[src/rtl/lc3b_types.sv]
// Shared LC-3b types for the memory-side arbiter: word/line widths, FSM state,
// grant owner and request kind.
package lc3b_types;

  typedef logic [15:0]  lc3b_word;
  typedef logic [127:0] lc3b_line;

  typedef enum logic [2:0] {
    IDLE,
    BUSY_A,
    BUSY_B,
    RESP_A,
    RESP_B
  } arb_state_t;

  typedef enum logic {
    GRANT_A,
    GRANT_B
  } arb_grant_t;

  typedef enum logic {
    OP_READ,
    OP_WRITE
  } arb_op_t;

  localparam lc3b_word STALL_MAX = 16'hFFFF;

endpackage

[src/rtl/sat_counter16.sv]
// 16-bit up counter with enable and synchronous clear that holds at STALL_MAX
// instead of wrapping.
module sat_counter16
  import lc3b_types::*;
(
  input  logic     clk,
  input  logic     clear,
  input  logic     en,
  output lc3b_word count
);

  lc3b_word count_q, count_d;

  always_comb begin
    count_d = count_q;
    if (clear) begin
      count_d = '0;
    end else if (en && (count_q != STALL_MAX)) begin
      count_d = count_q + 16'd1;
    end
  end

  always_ff @(posedge clk) begin
    count_q <= count_d;
  end

  assign count = count_q;

endmodule

[src/rtl/cache_arbiter.sv]
// Round-robin arbiter sharing one physical-memory port between the I-cache (A)
// and D-cache (B); registers address, write line and returned read line.
module cache_arbiter
  import lc3b_types::*;
(
  input  logic     clk,
  input  logic     reset,
  input  logic     a_read,
  input  lc3b_word a_address,
  output lc3b_line a_rdata,
  output logic     a_resp,
  input  logic     b_read,
  input  logic     b_write,
  input  lc3b_word b_address,
  input  lc3b_line b_wdata,
  output lc3b_line b_rdata,
  output logic     b_resp,
  output logic     pmem_read,
  output logic     pmem_write,
  output lc3b_word pmem_address,
  output lc3b_line pmem_wdata,
  input  lc3b_line pmem_rdata,
  input  logic     pmem_resp,
  output lc3b_word stall_a_cycles,
  output lc3b_word stall_b_cycles
);

  arb_state_t state_q, state_d;
  arb_grant_t last_grant_q, last_grant_d;
  arb_op_t    op_q, op_d;
  lc3b_word   addr_q, addr_d;
  lc3b_line   wdata_q, wdata_d;
  lc3b_line   line_q, line_d;
  logic       a_resp_q, a_resp_d;
  logic       b_resp_q, b_resp_d;
  logic       pmem_read_q, pmem_read_d;
  logic       pmem_write_q, pmem_write_d;

  logic a_pend, b_pend, grant_b, busy_d;

  assign a_pend = a_read;
  assign b_pend = b_read | b_write;

  always_comb begin
    state_d      = state_q;
    last_grant_d = last_grant_q;
    op_d         = op_q;
    addr_d       = addr_q;
    wdata_d      = wdata_q;
    line_d       = line_q;
    a_resp_d     = 1'b0;
    b_resp_d     = 1'b0;
    grant_b      = 1'b0;

    unique case (state_q)
      IDLE: begin
        if (a_pend || b_pend) begin
          grant_b = b_pend && (!a_pend || (last_grant_q == GRANT_A));
          if (grant_b) begin
            state_d      = BUSY_B;
            last_grant_d = GRANT_B;
            addr_d       = b_address;
            // Illegal read+write is served as a writeback.
            op_d         = b_write ? OP_WRITE : OP_READ;
            if (b_write) begin
              wdata_d = b_wdata;
            end
          end else begin
            state_d      = BUSY_A;
            last_grant_d = GRANT_A;
            addr_d       = a_address;
            op_d         = OP_READ;
          end
        end
      end
      BUSY_A: begin
        if (pmem_resp) begin
          line_d   = pmem_rdata;
          state_d  = RESP_A;
          a_resp_d = 1'b1;
        end
      end
      BUSY_B: begin
        if (pmem_resp) begin
          line_d   = pmem_rdata;
          state_d  = RESP_B;
          b_resp_d = 1'b1;
        end
      end
      RESP_A, RESP_B: begin
        state_d = IDLE;
      end
      default: begin
        state_d = IDLE;
      end
    endcase

    // Strobes are registered from next-state so they rise the cycle after grant.
    busy_d       = (state_d == BUSY_A) || (state_d == BUSY_B);
    pmem_read_d  = busy_d && (op_d == OP_READ);
    pmem_write_d = busy_d && (op_d == OP_WRITE);
  end

  always_ff @(posedge clk) begin
    if (reset) begin
      state_q      <= IDLE;
      last_grant_q <= GRANT_A;
      op_q         <= OP_READ;
      addr_q       <= '0;
      wdata_q      <= '0;
      line_q       <= '0;
      a_resp_q     <= 1'b0;
      b_resp_q     <= 1'b0;
      pmem_read_q  <= 1'b0;
      pmem_write_q <= 1'b0;
    end else begin
      state_q      <= state_d;
      last_grant_q <= last_grant_d;
      op_q         <= op_d;
      addr_q       <= addr_d;
      wdata_q      <= wdata_d;
      line_q       <= line_d;
      a_resp_q     <= a_resp_d;
      b_resp_q     <= b_resp_d;
      pmem_read_q  <= pmem_read_d;
      pmem_write_q <= pmem_write_d;
    end
  end

  assign pmem_read    = pmem_read_q;
  assign pmem_write   = pmem_write_q;
  assign pmem_address = addr_q;
  assign pmem_wdata   = wdata_q;
  assign a_rdata      = line_q;
  assign b_rdata      = line_q;
  assign a_resp       = a_resp_q;
  assign b_resp       = b_resp_q;

  sat_counter16 u_stall_a (
    .clk   (clk),
    .clear (reset),
    .en    (a_pend && (state_q != RESP_A)),
    .count (stall_a_cycles)
  );

  sat_counter16 u_stall_b (
    .clk   (clk),
    .clear (reset),
    .en    (b_pend && (state_q != RESP_B)),
    .count (stall_b_cycles)
  );

  a_no_dual_b_req : assert property (@(posedge clk) disable iff (reset) !(b_read && b_write))
    else $error("cache_arbiter: b_read and b_write asserted together");

endmodule

[config.mk]
export PLATFORM = sky130hd
export DESIGN_NAME = cache_arbiter
export DESIGN_NICKNAME = d
export VERILOG_FILES = /design/src/rtl/lc3b_types.sv /design/src/rtl/sat_counter16.sv /design/src/rtl/cache_arbiter.sv
export SDC_FILE = /design/constraint.sdc
export NUM_CORES = 1
export LEC_CHECK = 0
export ABC_AREA = 1
export CORE_AREA = 2 2 286 288
export CTS_CLUSTER_SIZE = 20
export DETAILED_ROUTE_END_ITERATION = 8
export DIE_AREA = 0 0 288 290
export HOLD_SLACK_MARGIN = 0.05
export SETUP_SLACK_MARGIN = 0.02
export SLEW_MARGIN = 20
export SYNTH_ARGS = -nofsm -noshare
export SYNTH_HDL_FRONTEND = slang
export SYNTH_SLANG_ARGS = --single-unit
[constraint.sdc]
create_clock -name clk -period 3.7 [get_ports clk]
set_clock_uncertainty 0.05 [all_clocks]
set_input_delay 0.37 -clock clk [delete_from_list [all_inputs] [get_ports clk]]
set_output_delay 0.37 -clock clk [all_outputs]
set_load 0.01 [all_outputs]
==> implementation parameters, run 1 <==
Parameter                              Value

Synth
  Top post-synthesis cells by count ... 570 x sky130_fd_sc_hd__nor2_1, 313 x sky130_fd_sc_hd__dfxtp_1, 232 x sky130_fd_sc_hd__o21ai_0
  Average cell area after synthesis ... 7.57 um2
  Area fraction of the dominant cell type after synthesis ... 0.492
  Synth Warn # ... 0
  Leading cell type by number of instances after synthesis ... sky130_fd_sc_hd__nor2_1
  Flip-flop cell with the highest count after synthesis ... sky130_fd_sc_hd__dfxtp_1
  Asr flop ratio synth ... 0
  Area leader, netlist ... sky130_fd_sc_hd__dfxtp_1
  Distinct cell type count of the synthesized netlist ... 32
  Largest cells by area after synthesis ... sky130_fd_sc_hd__dfxtp_1 49%, sky130_fd_sc_hd__nor2_1 17%, sky130_fd_sc_hd__o21ai_0 9.1%, sky130_fd_sc_hd__buf_4 7.7%, sky130_fd_sc_hd__nand2_1 5.3%
  Number of nets in the synthesized netlist ... 1979
  Fraction of the yosys area taken by sequential cells ... 0.492
  Number of synthesized register bits ... 313
  Count of mapped cells out of synthesis ... 1683
  Number of enable-type register cells in the synthesized netlist ... 0
  Cell area after synthesis ... 12700 um2

Floorplanning
  Number of ports placed on the die boundary ... 730
  Placement Rows ... 104
  Area of the core ... 80200 um2
  Height of the chip ... 290 um
  Initial standard-cell utilization of the core ... 0.159
  Total Die Area ... 83500 um2
  Horizontal die dimension ... 288 um

GRT
  Largest net degree at the start of global routing ... 129
  Wire length of the first global-routing pass ... 80.1 mm
  Total overflow reported by the global router ... 0
  Vias in the first global route ... 12300
  Total routing resource utilization after global routing ... 0.127
  Antenna violations before repair ... 14

STA
  Post-route worst hold slack ... 0.317 ns
  Period Utilization, post-route ... 0.604
  Final setup violating endpoints ... 0
  Unrepaired setup endpoints after global routing ... no
  Number of pins exceeding their max-slew limit in the final report ... 0
  Final period demand of the worst path ... 2.23 ns
  Total negative slack for setup checks ... 0 ns
  Final-report hold violation count ... 0
  Worst-margin pin slew ... 0.955 ns
  Fmax ... 448 MHz
  Worst-case headroom to the max-slew limit ... 0.359

Clock network
  TritonCTS sink count ... 313
  Register clock-pin slew on the reported worst setup and hold paths ... 0.06 ns
  TritonCTS clock tree ... built
  H-tree Lvls ... 2
  Post_cts resized ... 0
  Number of buffers inserted for hold repair after clock tree synthesis ... 0
  Num CTS Buffers ... 39
  Post-CTS setup-driven buffer insertion count ... 0
  Root buffer cell ... sky130_fd_sc_hd__clkbuf_16
  Skew-Pair Late Insertion Delay ... 0.54 ns
  Clk buf depth ... 3

Placement
  Half-perimeter wire length after detailed placement ... 41.3 mm
  Weighted congestion reported at the end of routability-driven placement ... 0.798
  Port Buffers ... 729

Worst setup path
  WP data arrival ... 2.66 ns
  CP Buf/Inv Count ... 1
  Top fanout value on the critical path ... 13
  Number of cells on the critical path ... 7
  Type of destination of the critical path ... register
  Crit Path Category ... register to register
  Crit-path max cell delay ... 0.77 ns
  Cells along the critical path ... ha_1, nand3_1, clkinv_1, nand3_1, o21ai_1, nand2_1, a21oi_1
  Data required, critical path ... 4.12 ns
  Slowest library cell on the worst path ... sky130_fd_sc_hd__o21ai_1
  Critical Path Start Type ... register
  Worst reg2reg path depth ... 7
  Library cell appearing most often on the critical path ... sky130_fd_sc_hd__nand3_1
  Cell family with the largest share of critical-path delay ... compound AO/OA/AOI/OAI gates

Detailed routing
  DRC viols ... 0
  Detailed router's first-iteration violation count ... 598
  Number of search-and-repair iterations in the first detailed-routing pass ... 5
  Number of vias after detailed routing ... 12800
  Wire length reported by the detailed router ... 56.0 mm
  Final antenna-violating net count ... 0
  Number of vias per cell ... 3.83
  Drt wl/cell ... 16.8 um

Pwr
  Total power draw ... 11.6 mW
  Worst IR Drop VDD ... 332 uV
  P_leak ... 7.98 nW
  Ratio of total power to cell area ... 541 nW/um2

Cells and area
  Layout overhead on the synthesized area ... 68.0%
  Final net count ... 2540
  Layout filler cell count ... 8767
  Area taken by flip-flops and latches ... 6270 um2
  Final Util ... 0.267
  Area of the multi-input gates ... 4760 um2
  Layout cell share with drive strength beyond 1 ... 0.0427

Job
  Max-Cap Viols ... 0

Hold path
  Hold depth ... 4
  Classification of the worst-slack hold path ... input port to register

Outcome
  Result of the run ... finished clean
-- worst min-delay path, stage by stage --
cell and delay (ns):
sky130_fd_sc_hd__buf_2 0.13, sky130_fd_sc_hd__inv_6 0.18, sky130_fd_sc_hd__nand2_1 0.13, sky130_fd_sc_hd__nor2_1 0.03
-- power by group --
part	switching (mW)	internal [mW]	leakage, nW
Combinational	1.46	1.68	4.73
Sequential	0.391	3.84	2.57
Clock	1.58	2.63	0.674
Total	3.43	8.14	7.98
-- stage by stage --
step,worst slack (ns),cell area [um2],instances
floorplan,2.03,12700,1683
global placement,1.06,20000,3263
detailed placement,1.01,20000,3263
CTS,1.41,21400,3331
global route,1.21,21400,3335
finish,1.47,21400,3336
-- cell families (layout without fill, tap and decap cells) --
kind of cell,Yosys count,after routing,synth area share
simple gates,784,784,0.239
compound gates,313,313,0.125
flops,313,313,0.492
buf+inv,260,848,0.135
xor+xnor,11,11,0.00757
fa+ha+maj,2,2,0.00196
other cells,0,5,0
-- layout by cell type (no fill, tap or decap), drive strengths merged, types with 7 or more instances in the layout --
| cell type | n |
|---|---|
| clkdlybuf4s50 | 728 |
| nor2 | 572 |
| dfxtp | 313 |
| o21ai | 267 |
| nand2 | 182 |
| clkbuf | 47 |
| inv | 35 |
| a21oi | 28 |
| nand3 | 17 |
| a31oi | 17 |
| buf | 17 |
| nand4 | 8 |
| bufinv | 8 |
| clkinv | 7 |
-- flip-flops by register name, summed over array words and instances (netlist names) --
| signal | flops |
|---|---|
| a_rdata | 128 |
| a_resp | 1 |
| b_resp | 1 |
| last_grant_q | 1 |
| op_q | 1 |
| pmem_address | 16 |
| pmem_read | 1 |
| pmem_wdata | 128 |
| pmem_write | 1 |
| state_q | 3 |
| u_stall_a.count | 16 |
| u_stall_b.count | 16 |
-- layout make-up --
type / instances / share of cell area
clock buffer: 47 / 0.0503
sequential: 313 / 0.293
clock inverter: 21 / 0.0151
multi-input combinational: 1110 / 0.223
antenna: 5 / 0.000585
tap: 1060 / 0.0620
inverter: 35 / 0.00672
timing repair buffer: 745 / 0.350
-- routing by layer --
| metal | GRT usage | share of wire |
|---|---|---|
| met1 | 0.152 | 0.41 |
| met2 | 0.211 | 0.47 |
| met3 | 0.0344 | 0.078 |
| met4 | 0.0540 | 0.036 |
| met5 | 0 | 0.00054 |
-- worst paths after layout --
check | startpoint | endpoint | slack (ns)
min reg2reg | pmem_wdata[48] | pmem_wdata[48] | 0.43
max | u_stall_a.count[0] | u_stall_a.count[14] | 1.47
min | reset | u_stall_a.count[10] | 0.32
max reg2reg | u_stall_a.count[0] | u_stall_a.count[14] | 1.47
Note: power is estimated with default switching activity, not from simulation.
==> run 2, diff against run 1 <==
--- a/config.mk
+++ b/config.mk
@@ -6,10 +6,10 @@
 export NUM_CORES = 1
 export LEC_CHECK = 0
 export ABC_AREA = 1
-export CORE_AREA = 2 2 286 288
+export CORE_AREA = 2 2 284 286
 export CTS_CLUSTER_SIZE = 20
 export DETAILED_ROUTE_END_ITERATION = 8
-export DIE_AREA = 0 0 288 290
+export DIE_AREA = 0 0 286 288
 export HOLD_SLACK_MARGIN = 0.05
 export SETUP_SLACK_MARGIN = 0.02
 export SLEW_MARGIN = 20
==> constraint.sdc (replaced) <==
create_clock -name clk -period 2 [get_ports clk]
set_clock_uncertainty 0.05 [all_clocks]
set_input_delay 0.2 -clock clk [delete_from_list [all_inputs] [get_ports clk]]
set_output_delay 0.2 -clock clk [all_outputs]
set_load 0.01 [all_outputs]
==> implementation parameters, run 2 (synthesis gave the netlist of run 1 again) <==
Parameter                              Value

Floorplanning
  Horizontal die dimension ... 286 um (-0.69%)
  Total Die Area ... 82400 um2 (-1.4%)
  Placement Rows ... 104 (unchanged)
  Area of the core ... 79600 um2 (-0.65%)
  Initial standard-cell utilization of the core ... 0.160 (+0.00104)
  Height of the chip ... 288 um (-0.69%)
  Number of ports placed on the die boundary ... 730 (unchanged)

Hold path
  Startpoint of the lowest-slack hold path ... b_address[12]
  Classification of the worst-slack hold path ... input port to register
  Hold depth ... 3 (-1)
  End point of the worst hold path ... pmem_address[12]

GRT
  Vias in the first global route ... 12400 (+1.2%)
  Total overflow reported by the global router ... 0 (unchanged)
  Largest net degree at the start of global routing ... 85 (-34%)
  Total routing resource utilization after global routing ... 0.123 (-0.00322)
  Antenna violations before repair ... 7 (-7)
  Wire length of the first global-routing pass ... 77.8 mm (-2.9%)

Clock network
  TritonCTS clock tree ... built
  Root buffer cell ... sky130_fd_sc_hd__clkbuf_16
  Register clock-pin slew on the reported worst setup and hold paths ... 0.06 ns (about the same)
  Skew-Pair Late Insertion Delay ... 0.54 ns (about the same)
  Post-CTS setup-driven buffer insertion count ... 0 (unchanged)
  Clk buf depth ... 3 (unchanged)
  TritonCTS sink count ... 313 (unchanged)
  H-tree Lvls ... 2 (unchanged)
  Num CTS Buffers ... 38 (-2.6%)

Worst setup path
  Data required, critical path ... 1.75 ns (-2.37 ns)
  Worst reg2reg startpoint ... state_q[2]
  WP data arrival ... 1.66 ns (-1.00 ns)
  Type of destination of the critical path ... output pin
  Cells along the critical path ... clkdlybuf4s50_1
  Crit Path Category ... register to output pin
  Slowest library cell on the worst path ... sky130_fd_sc_hd__clkdlybuf4s50_1
  Crit-path max cell delay ... 0.61 ns (-0.16 ns)
  Worst reg2reg path depth ... 10 (+3)
  Critical Path Start Type ... register
  Capturing point of the worst reg2reg path ... a_rdata[88]
  Top fanout value on the critical path ... 3 (-10)
  CP Buf/Inv Count ... 1 (unchanged)
  Cell family with the largest share of critical-path delay ... buffers and inverters
  Worst-case register-to-register setup slack ... 0.25 ns (-1.22 ns)

STA
  Period Utilization, post-route ... 0.957
  Final-report hold violation count ... 0 (unchanged)
  Final period demand of the worst path ... 1.91 ns
  Number of pins exceeding their max-slew limit in the final report ... 0 (unchanged)
  Final setup violating endpoints ... 0 (unchanged)
  Worst-margin pin slew ... 0.566 ns (-0.388 ns)
  Post-route worst hold slack ... 0.177 ns (-0.140 ns)
  Unrepaired setup endpoints after global routing ... no
  Fmax ... 522 MHz
  Worst-case headroom to the max-slew limit ... 0.622 (+0.263)

Cells and area
  Most common cell after layout, fill and taps aside ... sky130_fd_sc_hd__clkdlybuf4s50_1
  Final net count ... 2594 (+2.1%)
  Layout filler cell count ... 8612 (-1.8%)
  Layout overhead on the synthesized area ... 71.1%
  Layout cell share with drive strength beyond 1 ... 0.0633 (+0.0205)
  Post-route insts no fill ... 3385 (+1.5%)
  Final Util ... 0.274 (+0.00666)
  Highest-count cells in the layout ignoring fill and taps ... 725 x sky130_fd_sc_hd__clkdlybuf4s50_1, 570 x sky130_fd_sc_hd__nor2_1, 311 x sky130_fd_sc_hd__dfxtp_1

Placement
  Weighted congestion reported at the end of routability-driven placement ... 0.848 (+6.3%)
  Half-perimeter wire length after detailed placement ... 41.5 mm (+0.51%)
  Cells after DPL ... 3317 (+1.7%)
  Port Buffers ... 729 (unchanged)

Detailed routing
  Detailed router's first-iteration violation count ... 590 (-1.3%)
  Final antenna-violating net count ... 0 (unchanged)
  Wire length reported by the detailed router ... 54.4 mm (-2.8%)
  Number of vias after detailed routing ... 12900 (+0.81%)
  DRC viols ... 0 (unchanged)
  Drt wl/cell ... 16.1 um (-4.2%)
  Number of vias per cell ... 3.81 (-0.65%)
  Number of search-and-repair iterations in the first detailed-routing pass ... 4 (-1)

Pwr
  Switching Share ... 0.302 (+0.00600)
  P_leak ... 8.25 nW (+3.4%)
  Cell internal power dissipation ... 14.6 mW (+80%)
  Power share of the clock group ... 0.336 (-0.027)
  Power share of the sequential group ... 0.373 (+0.007)
  Combinational share of power ... 0.290 (+0.019)
  Worst IR Drop VDD ... 450 uV (+36%)
  Net Sw Power ... 6.34 mW (+85%)
  Total power draw ... 21.0 mW (+81%)
  Ratio of total power to cell area ... 963 nW/um2 (+78%)

Job
  Max-Cap Viols ... 0 (unchanged)

Outcome
  Result of the run ... finished clean
-- run 2: cell types whose count changed in the layout (fill, tap and decap cells not counted), sizes merged, moves of 3 or more --
cell           before  now
buf                17   71
bufinv              8    3
clkbuf             47   51
clkinvlp            6    2
diode               5    1
clkdlybuf4s50     728  725
dlygate4sd2         0    3
-- run 2: timing repair --
item                                   in CTS  in global routing
endpoints found under the hold margin       1                  0
setup endpoints to repair                   5                  9
gates resized for setup                     4                  2
hold buffers                                1                  0
-- run 2: worst max path at each step --
stage                        from  cells after the start                 end
6_report              a_rdata[60]                      1         b_rdata[60]
5_1_grt                a_rdata[5]                      1          b_rdata[5]
4_1_cts                a_rdata[5]                      1          b_rdata[5]
3_5_place_dp              b_write                     11      pmem_wdata[55]
3_3_place_gp              b_write                     10     pmem_wdata[117]
2_1_floorplan  u_stall_b.count[0]                     10  u_stall_b.count[3]
-- run 2: layout make-up --
| type | count | area, um2 | share of cell area |
|---|---|---|---|
| antenna | 1 | 2.50 | 0.000115 |
| inverter | 35 | 141 | 0.00649 |
| multi-input combinational | 1110 | 4760 | 0.219 |
| tap | 1060 | 1330 | 0.0609 |
| sequential | 313 | 6270 | 0.288 |
| clock buffer | 51 | 1080 | 0.0496 |
| clock inverter | 15 | 181 | 0.00833 |
| timing repair buffer | 800 | 8030 | 0.368 |
-- run 2: metrics by stage --
stage	setup TNS, ns	setup WS [ns]	area, um2
6_report	0	0.0857	21800
5_1_grt	0	0.0207	21800
4_1_cts	0	0.0261	21800
3_5_place_dp	-0.472	-0.0581	20500
3_3_place_gp	-0.0379	-0.0155	20500
2_1_floorplan	0	0.331	12700
-- run 2: power groups by stage --
stage	logic, mW	registers, mW	clock network (mW)
after CTS	6.17	7.85	7.30
after detailed placement	6.13	7.96	0
after global routing	6.60	7.94	7.53
final	6.08	7.83	7.06
after global placement	6.12	7.97	0
after floorplan	2.51	8.12	0
-- run 2: routing by layer --
| layer | routed length [um] | vias to the layer above | track usage | part of all wire |
|---|---|---|---|---|
| met1 | 22100 | 5842 | 0.146 | 0.41 |
| met3 | 4170 | 74 | 0.0352 | 0.077 |
| met2 | 26600 | 500 | 0.214 | 0.49 |
| met5 | 59 | - | 0 | 0.0011 |
| li1 | - | 6468 | - | - |
| met4 | 1480 | 8 | 0.0393 | 0.027 |
==> run 3, diff against run 2 <==
==> constraint.sdc (replaced) <==
create_clock -name clk -period 1.6 [get_ports clk]
set_clock_uncertainty 0.05 [all_clocks]
set_input_delay 0.16 -clock clk [delete_from_list [all_inputs] [get_ports clk]]
set_output_delay 0.16 -clock clk [all_outputs]
set_load 0.01 [all_outputs]
==> implementation parameters, run 3 (synthesis gave the netlist of run 1 again) <==
Parameter                              Value

Floorplanning
  Number of ports placed on the die boundary ... 730 (unchanged)
  Area of the core ... 79600 um2 (unchanged)
  Height of the chip ... 288 um (unchanged)
  Placement Rows ... 104 (unchanged)
  Horizontal die dimension ... 286 um (unchanged)
  Initial standard-cell utilization of the core ... 0.160 (unchanged)
  Total Die Area ... 82400 um2 (unchanged)

Pwr
  Switching Share ... 0.330 (+0.0278)
  Ratio of total power to cell area ... 1100 nW/um2 (+14%)
  Power share of the clock group ... 0.286 (-0.050)
  Total power draw ... 28.5 mW (+36%)
  Combinational share of power ... 0.363 (+0.073)
  Net Sw Power ... 9.42 mW (+48%)
  Cell internal power dissipation ... 19.1 mW (+31%)
  Power share of the sequential group ... 0.350 (-0.023)
  P_leak ... 13.4 nW (+62%)
  Worst IR Drop VDD ... 582 uV (+29%)

Worst setup path
  WP data arrival ... 2.16 ns (+0.50 ns)
  Type of destination of the critical path ... register
  Top fanout value on the critical path ... 7 (+4)
  Crit Path Category ... register to register
  Data required, critical path ... 1.99 ns (+0.24 ns)
  Critical Path Start Type ... register

Cells and area
  Antenna fix cells ... 0 (-1)
  Layout cell share with drive strength beyond 1 ... 0.284 (+0.220)
  Most common cell after layout, fill and taps aside ... sky130_fd_sc_hd__nor2_1
  Cell area after layout ... 26000 um2 (+19%)
  Highest-count cells in the layout ignoring fill and taps ... 404 x sky130_fd_sc_hd__nor2_1, 292 x sky130_fd_sc_hd__clkdlybuf4s50_1, 259 x sky130_fd_sc_hd__dfxtp_1
  Post-route insts no fill ... 3535 (+4.4%)
  Final net count ... 2749 (+6.0%)
  Layout overhead on the synthesized area ... 104%
  Final Util ... 0.327 (+0.0533)

Clock network
  TritonCTS sink count ... 313 (unchanged)
  Skew-Pair Late Insertion Delay ... 0.55 ns (about the same)
  Clk buf depth ... 3 (unchanged)
  H-tree Lvls ... 2 (unchanged)
  Root buffer cell ... sky130_fd_sc_hd__clkbuf_16
  TritonCTS clock tree ... built
  Register clock-pin slew on the reported worst setup and hold paths ... 0.06 ns (about the same)
  Num CTS Buffers ... 36 (-5.3%)

GRT
  Global routing met3 resource utilization ... 0.0382 (+0.00301)
  GR met2 Demand/Resource ... 0.252 (+0.0377)
  Total routing resource utilization after global routing ... 0.142 (+0.0180)
  Largest net degree at the start of global routing ... 82 (-3.5%)
  Met1 Use GR ... 0.167 (+0.0211)
  Layer with the highest usage ... met2
  Antenna violations before repair ... 10 (+3)
  Wire length of the first global-routing pass ... 88.0 mm (+13%)
  Total overflow reported by the global router ... 0 (unchanged)
  Vias in the first global route ... 13700 (+10%)

STA
  Final-report hold violation count ... 0 (unchanged)
  Number of pins exceeding their max-slew limit in the final report ... 0 (unchanged)
  Unrepaired setup endpoints after global routing ... yes
  Fmax ... 564 MHz
  Worst-margin pin slew ... 0.627 ns (+0.0604 ns)
  PnR worst setup slack ... -0.172 ns (-0.258 ns)
  Period Utilization, post-route ... 1.11
  Final setup violating endpoints ... 253 (+253)
  Worst-case headroom to the max-slew limit ... 0.582 (-0.0403)
  Final period demand of the worst path ... 1.77 ns

Detailed routing
  DRC viols ... 0 (unchanged)
  Final antenna-violating net count ... 0 (unchanged)
  Number of search-and-repair iterations in the first detailed-routing pass ... 5 (+1)
  Detailed router's first-iteration violation count ... 460 (-22%)
  Drt wl/cell ... 19.0 um (+18%)
  Number of vias after detailed routing ... 14400 (+12%)
  Wire length reported by the detailed router ... 67.2 mm (+24%)
  Number of vias per cell ... 4.07 (+6.8%)

Outcome
  Result of the run ... finished with violations
  Violated checks ... negative setup slack

Placement
  Weighted congestion reported at the end of routability-driven placement ... 0.840 (-0.98%)
  Cells after DPL ... 3378 (+1.8%)
  Pre-CTS setup slack ... -0.396 ns (-0.338 ns)
  Port Buffers ... 729 (unchanged)
  Area after detailed placement ... 21000 um2 (+2.5%)
  Half-perimeter wire length after detailed placement ... 43.9 mm (+5.8%)

Job
  Max-Cap Viols ... 0 (unchanged)

Hold path
  Classification of the worst-slack hold path ... input port to register
==> run 3: critical path, cell delays in order (launching register included) <==
cell and delay (ns):
sky130_fd_sc_hd__dfxtp_4 0.37, sky130_fd_sc_hd__nor3_2 0.24, sky130_fd_sc_hd__nand2_2 0.14, sky130_fd_sc_hd__nand2_8 0.19
sky130_fd_sc_hd__clkinv_16 0.11, sky130_fd_sc_hd__buf_12 0.16, sky130_fd_sc_hd__buf_12 0.13, sky130_fd_sc_hd__buf_6 0.11
sky130_fd_sc_hd__nor2_4 0.08, sky130_fd_sc_hd__nor2_1 0.04
==> run 3: worst paths after layout <==
path	cells past startpoint	to	slack, ns	from
min	3	pmem_address[1]	0.13	b_address[1]
max reg2reg	9	a_rdata[17]	-0.17	state_q[2]
max	9	a_rdata[17]	-0.17	state_q[2]
min reg2reg	2	pmem_wdata[6]	0.41	pmem_wdata[6]
==> run 3: area by class of cell <==
type | count | area [um2]
clock buffer | 55 | 1050
clock inverter | 5 | 60.1
fill | 8269 | 53600
inverter | 35 | 175
multi-input combinational | 1113 | 6430
sequential | 313 | 6340
tap | 1060 | 1330
timing repair buffer | 952 | 10600
timing repair inverter | 2 | 36.3
==> run 3: power by group through the flow <==
stage                     Clock [mW]  Sequential (mW)  Combinational (mW)
after detailed placement           0             9.97                7.82
after floorplan                    0             10.1                3.15
after CTS                       8.38             9.85                8.63
final                           8.17             9.99                10.4
after global placement             0             9.97                7.81
after global routing            8.70             10.1                11.0
==> run 3: per-layer routing <==
layer,wire (um),part of all wire
met3,4340,0.064
met1,27600,0.41
met5,33,0.00049
met4,1560,0.023
met2,33700,0.50
==> run 3: repair_timing <==
action,in CTS,in global routing
hold buffers,1,0
hold endpoints to repair,2,0
resized for setup,511,754
pin swaps,50,178
setup endpoints to repair,690,482
gates cloned,25,37
buffers inserted,23,23
==> run 3: stage by stage <==
stage          hold WS (ns)  setup TNS [ns]
2_1_floorplan         0.245               0
3_3_place_gp          0.411          -55.35
3_5_place_dp          0.421          -60.06
4_1_cts              0.0781          -31.34
5_1_grt               0.111          -49.23
6_report              0.127          -23.18
